### src/rtl/xdma_req_split_pkg.sv
// Shared types for the host-DMA request splitter and its completion tracker.
package xdma_req_split_pkg;

    localparam int PAGE_BITS_DEF  = 12;
    localparam int PADDR_BITS_DEF = 64;
    localparam int LEN_BITS_DEF   = 28;

    typedef enum logic {
        IDLE  = 1'b0,
        SPLIT = 1'b1
    } split_state_e;

    // Chunk descriptor layout at the default address/length widths.
    typedef struct packed {
        logic [PADDR_BITS_DEF-1:0] paddr;
        logic [LEN_BITS_DEF-1:0]   len;
        logic                      last;
    } chunk_desc_t;

endpackage

### src/rtl/xdma_cpl_tracker.sv
// In-order FIFO of 1-bit "completion wanted" flags, one per outstanding chunk.
module xdma_cpl_tracker #(
    parameter int DEPTH = 16
) (
    input  logic aclk,
    input  logic aresetn,
    input  logic push,
    input  logic push_data,
    input  logic pop,
    output logic pop_data,
    output logic full,
    output logic empty
);

    localparam int AW = $clog2(DEPTH);

    logic [DEPTH-1:0] mem;
    logic [AW-1:0]    wr_ptr;
    logic [AW-1:0]    rd_ptr;
    logic [AW:0]      count;
    logic             do_push;
    logic             do_pop;

    // A push while full is dropped even if a pop frees a slot in the same cycle.
    assign full     = (count == (AW+1)'(DEPTH));
    assign empty    = (count == '0);
    assign do_push  = push && !full;
    assign do_pop   = pop && !empty;
    assign pop_data = mem[rd_ptr];

    always_ff @(posedge aclk) begin
        if (!aresetn) begin
            mem    <= '0;
            wr_ptr <= '0;
            rd_ptr <= '0;
            count  <= '0;
        end else begin
            if (do_push) begin
                mem[wr_ptr] <= push_data;
                wr_ptr      <= wr_ptr + AW'(1);
            end
            if (do_pop) begin
                rd_ptr <= rd_ptr + AW'(1);
            end
            if (do_push && !do_pop) begin
                count <= count + (AW+1)'(1);
            end else if (!do_push && do_pop) begin
                count <= count - (AW+1)'(1);
            end
        end
    end

endmodule

### src/rtl/xdma_req_split.sv
// Cuts host DMA requests at every 2^PAGE_BITS boundary and folds the per-chunk
// XDMA completions back into one upstream completion per original request.
module xdma_req_split
    import xdma_req_split_pkg::*;
#(
    parameter int PADDR_BITS    = PADDR_BITS_DEF,
    parameter int LEN_BITS      = LEN_BITS_DEF,
    parameter int PAGE_BITS     = PAGE_BITS_DEF,
    parameter int N_OUTSTANDING = 16
) (
    input  logic                  aclk,
    input  logic                  aresetn,
    input  logic                  s_req_valid,
    output logic                  s_req_ready,
    input  logic [PADDR_BITS-1:0] s_req_paddr,
    input  logic [LEN_BITS-1:0]   s_req_len,
    input  logic                  s_req_ctl,
    output logic                  s_done_valid,
    output logic                  m_req_valid,
    input  logic                  m_req_ready,
    output logic [PADDR_BITS-1:0] m_req_paddr,
    output logic [LEN_BITS-1:0]   m_req_len,
    output logic                  m_req_last,
    input  logic                  m_done_valid,
    output logic                  err_sticky
);

    localparam int            CW        = LEN_BITS + 1;
    localparam logic [CW-1:0] PAGE_SIZE = CW'(1) << PAGE_BITS;

    split_state_e          state;
    split_state_e          state_next;
    logic [PADDR_BITS-1:0] cur_addr;
    logic [LEN_BITS-1:0]   rem;
    logic                  cur_ctl;
    logic [CW-1:0]         room;
    logic [CW-1:0]         rem_ext;
    logic [CW-1:0]         chunk;
    logic                  chunk_last;
    logic                  load;
    logic                  accept;
    logic                  trk_full;
    logic                  trk_empty;
    logic                  trk_pop_data;

    // One extra bit so a page-aligned address yields a full page rather than 0.
    always_comb begin
        room       = PAGE_SIZE - CW'(cur_addr[PAGE_BITS-1:0]);
        rem_ext    = {1'b0, rem};
        chunk      = (rem_ext < room) ? rem_ext : room;
        chunk_last = (rem_ext == chunk);
    end

    always_ff @(posedge aclk) begin
        if (!aresetn) begin
            state <= IDLE;
        end else begin
            state <= state_next;
        end
    end

    always_comb begin
        state_next  = state;
        s_req_ready = 1'b0;
        load        = 1'b0;
        case (state)
            IDLE: begin
                s_req_ready = aresetn;
                if (s_req_valid && aresetn && (s_req_len != '0)) begin
                    state_next = SPLIT;
                end
            end
            SPLIT: begin
                load = (!m_req_valid || m_req_ready) && !trk_full;
                if (load && chunk_last) begin
                    state_next = IDLE;
                end
            end
            default: state_next = IDLE;
        endcase
    end

    assign accept = s_req_valid && s_req_ready;

    always_ff @(posedge aclk) begin
        if (!aresetn) begin
            cur_addr <= '0;
            rem      <= '0;
            cur_ctl  <= 1'b0;
        end else if (accept && (s_req_len != '0)) begin
            cur_addr <= s_req_paddr;
            rem      <= s_req_len;
            cur_ctl  <= s_req_ctl;
        end else if (load) begin
            cur_addr <= cur_addr + PADDR_BITS'(chunk);
            rem      <= rem - LEN_BITS'(chunk);
        end
    end

    // Output register holds while stalled and returns to zero once drained.
    always_ff @(posedge aclk) begin
        if (!aresetn) begin
            m_req_valid <= 1'b0;
            m_req_paddr <= '0;
            m_req_len   <= '0;
            m_req_last  <= 1'b0;
        end else if (load) begin
            m_req_valid <= 1'b1;
            m_req_paddr <= cur_addr;
            m_req_len   <= LEN_BITS'(chunk);
            m_req_last  <= chunk_last;
        end else if (m_req_valid && m_req_ready) begin
            m_req_valid <= 1'b0;
            m_req_paddr <= '0;
            m_req_len   <= '0;
            m_req_last  <= 1'b0;
        end
    end

    always_ff @(posedge aclk) begin
        if (!aresetn) begin
            s_done_valid <= 1'b0;
            err_sticky   <= 1'b0;
        end else begin
            s_done_valid <= m_done_valid && !trk_empty && trk_pop_data;
            if ((accept && (s_req_len == '0)) || (m_done_valid && trk_empty)) begin
                err_sticky <= 1'b1;
            end
        end
    end

    xdma_cpl_tracker #(
        .DEPTH (N_OUTSTANDING)
    ) u_tracker (
        .aclk      (aclk),
        .aresetn   (aresetn),
        .push      (load),
        .push_data (chunk_last && cur_ctl),
        .pop       (m_done_valid),
        .pop_data  (trk_pop_data),
        .full      (trk_full),
        .empty     (trk_empty)
    );

endmodule

### config.mk
export PLATFORM = sky130hd
export DESIGN_NAME = xdma_req_split
export DESIGN_NICKNAME = d
export VERILOG_FILES = /design/src/rtl/xdma_req_split_pkg.sv /design/src/rtl/xdma_cpl_tracker.sv /design/src/rtl/xdma_req_split.sv
export SDC_FILE = /design/constraint.sdc
export NUM_CORES = 1
export LEC_CHECK = 0
export BUFFER_PORTS_ARGS = -buffer_cell sky130_fd_sc_hd__buf_4
export CELL_PAD_IN_SITES_DETAIL_PLACEMENT = 1
export CELL_PAD_IN_SITES_GLOBAL_PLACEMENT = 1
export CORE_MARGIN = 2
export CORE_UTILIZATION = 38
export CTS_CLUSTER_SIZE = 25
export DETAILED_ROUTE_END_ITERATION = 16
export PLACE_DENSITY_LB_ADDON = 0.1
export SLEW_MARGIN = 20
export SYNTH_ARGS = -nofsm -noshare
export SYNTH_HDL_FRONTEND = slang
export SYNTH_SLANG_ARGS = --single-unit
### constraint.sdc
create_clock -name aclk -period 5 [get_ports aclk]
set_clock_uncertainty 0.2 [all_clocks]
set_input_delay 1 -clock aclk [delete_from_list [all_inputs] [get_ports aclk]]
set_output_delay 1 -clock aclk [all_outputs]
set_load 0.1 [all_outputs]
==> key figures <==
Yosys
  – Flip-flop and latch count after synthesis: 219
  – Register area share after synthesis: 0.364
  – Synth async-reset ratio: 0
  – Average cell area after synthesis: 8.24 um^2
  – Post-synth EDFFs: 0
  – Gate count of the mapped netlist: 1,464
  – Count of distinct cell types in the synthesized netlist: 69
  – Main synth FF type: dfxtp_1
  – Total number of yosys warnings: 0
  – Total standard cell area after synthesis: 12,100 um^2

Floorplan
  – Horizontal extent of the die: 182 um
  – Initial Util: 0.384
  – Area of the core: 31,400 um^2
  – Die extent in y: 182 um
  – Cell Rows: 65
  – IO Count: 195
  – Area of the die: 33,200 um^2

Drt
  – First-pass DRT Iterations: 5
  – Detailed-route vias per instance: 5.69
  – Routed wire length per instance: 20.8 um
  – Overall via count from detail_route: 12.6k
  – Count of antenna-violating nets left after detailed routing: 0
  – Aggregate routed wire length: 46.0 mm
  – Detailed-route DRC error count: 0
  – DRC marker count from the first detailed-route iteration: 764

Clocking
  – Depth of the CTS H-tree: 1
  – Reg clk slew, reported paths: 60 ps
  – Clock Sinks: 219
  – CTS tree: yes
  – Worst skew pair latency: 540 ps
  – Number of clock buffers inserted by TritonCTS: 26
  – Clk Tree Root Cell: clkbuf_16
  – Bufs on Longest Clock Path: 3

Power and ir drop
  – Total power per unit cell area: 477 nW/um^2
  – Max VDD drop: 0.000280 V
  – Switching power: 3.24 mW
  – Portion of total power attributed to the clock network: 0.236
  – Leakage power of the design: 7.05 nW
  – Combinational fraction of design power: 0.513
  – Proportion of power drawn by flip-flops and latches: 0.251
  – Net Sw Frac: 0.390
  – Power Internal: 5.06 mW

Worst setup path
  – Family of cells with the greatest summed delay on the critical path: simple AND/OR/NAND/NOR gates
  – Crit path buf inv count: 4
  – Critical path peak fanout: 5
  – Worst endpoint data arrival time: 5620 ps
  – CP max stage delay: 530 ps
  – Type of destination of the critical path: register
  – Cell Chain, Critical Path: or4_4, or3_4, or2_4, or3_4, nor4_4, buf_4, o211ai_4, mux2i_2, ha_2, inv_2, fa_2, nor2b_4, o2111ai_4, a2111o_1, nand4_1, nand4_1, buf_6, buf_16, a2111oi_4, xnor2_1, a21oi_1
  – Kind of launch point of the worst setup path: register
  – CP max stage cell: or4_4
  – Worst setup path category: reg2reg
  – Data required time at the worst endpoint: 5230 ps

Finish
  – Number of fillers in the final layout: 3,639
  – Non-Filler Cell Area, Final: 17,400 um^2
  – Leading cell type in the layout, fill and taps excluded: buf_4
  – Final #Nets: 1,955
  – Layout overhead on the synthesized area: 44.4%
  – Fraction of layout instances using a drive strength above 1: 0.341
  – Most frequent cells in the layout: buf_4, dfxtp_1, nor2_1

GRT
  – GR Util met2: 0.452
  – Number of global-route vias before repair: 13.0k
  – Maximum number of pins on one net before global-route repair: 74
  – First-pass GRT wire length: 71.2 mm
  – Global routing usage on met1: 0.345
  – Global-route layer with the greatest usage: met2
  – Met3 GRT Util: 0.0357
  – Number of antenna violations at the first check in global routing: 2
  – Overflow left after global routing: 0
  – GRT Overall Usage: 0.265

Placed design
  – Placed Area: 15,100 um^2
  – I/O Buffers: 194
  – Setup WS pre-CTS: -682 ps
  – Global placer's final weighted congestion: 0.893
  – DP Wirelength: 31.5 mm

Timing
  – Tightest slew margin relative to the limit: 0.260
  – Timing-limited maximum frequency: 185 MHz
  – Pins over their slew limit: 0
  – Worst setup margin: -392 ps
  – Count of endpoints failing setup in the final report: 45
  – Worst Hold Margin: 250 ps
  – Setup repair after global routing missed its margin: true
  – Min Tclk post-route: 5390 ps
  – Worst-margin pin slew: 1110 ps
  – Part of the cycle the worst path needs: 1.08
  – Total count of hold-check failures in the final report: 0

Min path
  – HP Class: reg2reg

Job
  – Total of max-cap violations: 0

Status
  – Violations in the final reports: negative setup slack
  – Result of the run: finished with violations
==> kinds of logic after synthesis <==
family | after synthesis | synth area share
xor+xnor | 66 | 0.0479
compound gates | 465 | 0.253
other cells | 1 | 0.000311
simple gates | 478 | 0.183
fa+ha+maj | 66 | 0.0703
mux | 24 | 0.0349
buf+inv | 145 | 0.0470
flops | 219 | 0.364
==> path summary, 6_finish.rpt <==
kind	from	to	slack (ps)	cells after the start
worst min-delay path	m_req_len[12]	m_req_len[12]	250	2
worst min register to register	m_req_len[12]	m_req_len[12]	250	2
worst max-delay path	rem[21]	cur_addr[50]	-390	21
worst max register to register	rem[21]	cur_addr[50]	-390	21
==> area by class of cell <==
type                    count  area, um^2  share of cell area
well taps                 402         503              0.0289
repair buffers            376        2960               0.170
inverters                  54         208              0.0119
diodes                      2        5.00            0.000287
multi-input cells        1114        8480               0.487
flip-flops and latches    219        4390               0.252
clock inverters            10         128             0.00733
clock buffers              34         742              0.0426
==> worst reg2reg max path, delay by kind of cell, from the launching register on <==
family / cells / cell delay (ps)
mux: 1 / 230
buf+inv: 4 / 590
simple gates: 8 / 2050
compound gates: 5 / 1140
flops: 1 / 320
fa+ha+maj: 2 / 590
xor+xnor: 1 / 160
==> synth_stat cells (all sizes together), types with 3 or more instances <==
cell / number / area, um^2
a22oi: 97 / 728
o211ai: 10 / 88.8
nor4: 16 / 115
o311a: 5 / 50.1
inv: 54 / 203
o2111ai: 4 / 35.0
o31ai: 4 / 30.0
a21o: 31 / 233
and4: 6 / 52.6
clkbuf: 82 / 308
nand3: 24 / 120
nand2b: 10 / 62.6
mux2i: 19 / 315
a21oi: 131 / 656
a2111oi: 12 / 105
o21bai: 6 / 45.0
or2: 7 / 43.8
nor2: 154 / 578
o21ai: 79 / 395
a211oi: 13 / 97.6
or4: 3 / 26.3
o21a: 7 / 52.6
or3: 11 / 73.8
buf: 9 / 56.3
o311ai: 5 / 43.8
ha: 63 / 788
a32oi: 3 / 26.3
o221ai: 4 / 35.0
nand4: 23 / 144
xnor2: 42 / 368
nor3: 30 / 150
a31oi: 12 / 75.1
and3: 25 / 156
o22ai: 7 / 43.8
nor2b: 8 / 50.1
and2: 7 / 43.8
mux4: 4 / 90.1
xor2: 24 / 210
o31a: 4 / 35.0
nand2: 151 / 567
fa: 3 / 60.1
a221oi: 16 / 140
dfxtp: 219 / 4380
==> layer usage <==
layer | up-vias | wire length, um
met5 | - | 0
met1 | 6228 | 20100
met3 | 89 | 2050
met2 | 298 | 22300
li1 | 5968 | -
met4 | 0 | 1640
==> stage by stage <==
stage / instances / util / power, mW / TNS (ps)
6_report: 2211 / 0.555 / 8.30 / -10020
2_1_floorplan: 1478 / - / 4.20 / -29.2
4_1_cts: 2188 / 0.529 / 7.82 / -5220
5_1_grt: 2211 / 0.555 / 8.77 / -21980
3_3_place_gp: 2128 / 0.480 / 5.50 / -16370
3_5_place_dp: 2128 / 0.480 / 5.58 / -22930
==> power by group through the flow <==
stage	Combinational, mW	Sequential (mW)	Clock (mW)
floorplan	1.93	2.27	0
global route	4.59	2.10	2.07
CTS	3.76	2.07	2.00
detailed placement	3.49	2.10	0
global placement	3.40	2.09	0
finish	4.26	2.08	1.96
==> what timing repair did <==
item,in CTS,in global routing
buffers inserted,15,23
pin swaps,24,96
gates resized for setup,107,118
setup endpoints to repair,73,87
gates cloned,1,0
hold buffers,0,0
==> flip-flops by register name (all words and copies together) (netlist names) <==
name and cells:
state 1, u_tracker.count 5, u_tracker.rd_ptr 4, m_req_last 1, cur_addr 64, rem 28, err_sticky 1, s_done_valid 1
cur_ctl 1, u_tracker.mem 16, m_req_paddr 64, m_req_len 28, m_req_valid 1, u_tracker.wr_ptr 4
Note: power is estimated with default switching activity, not from simulation.
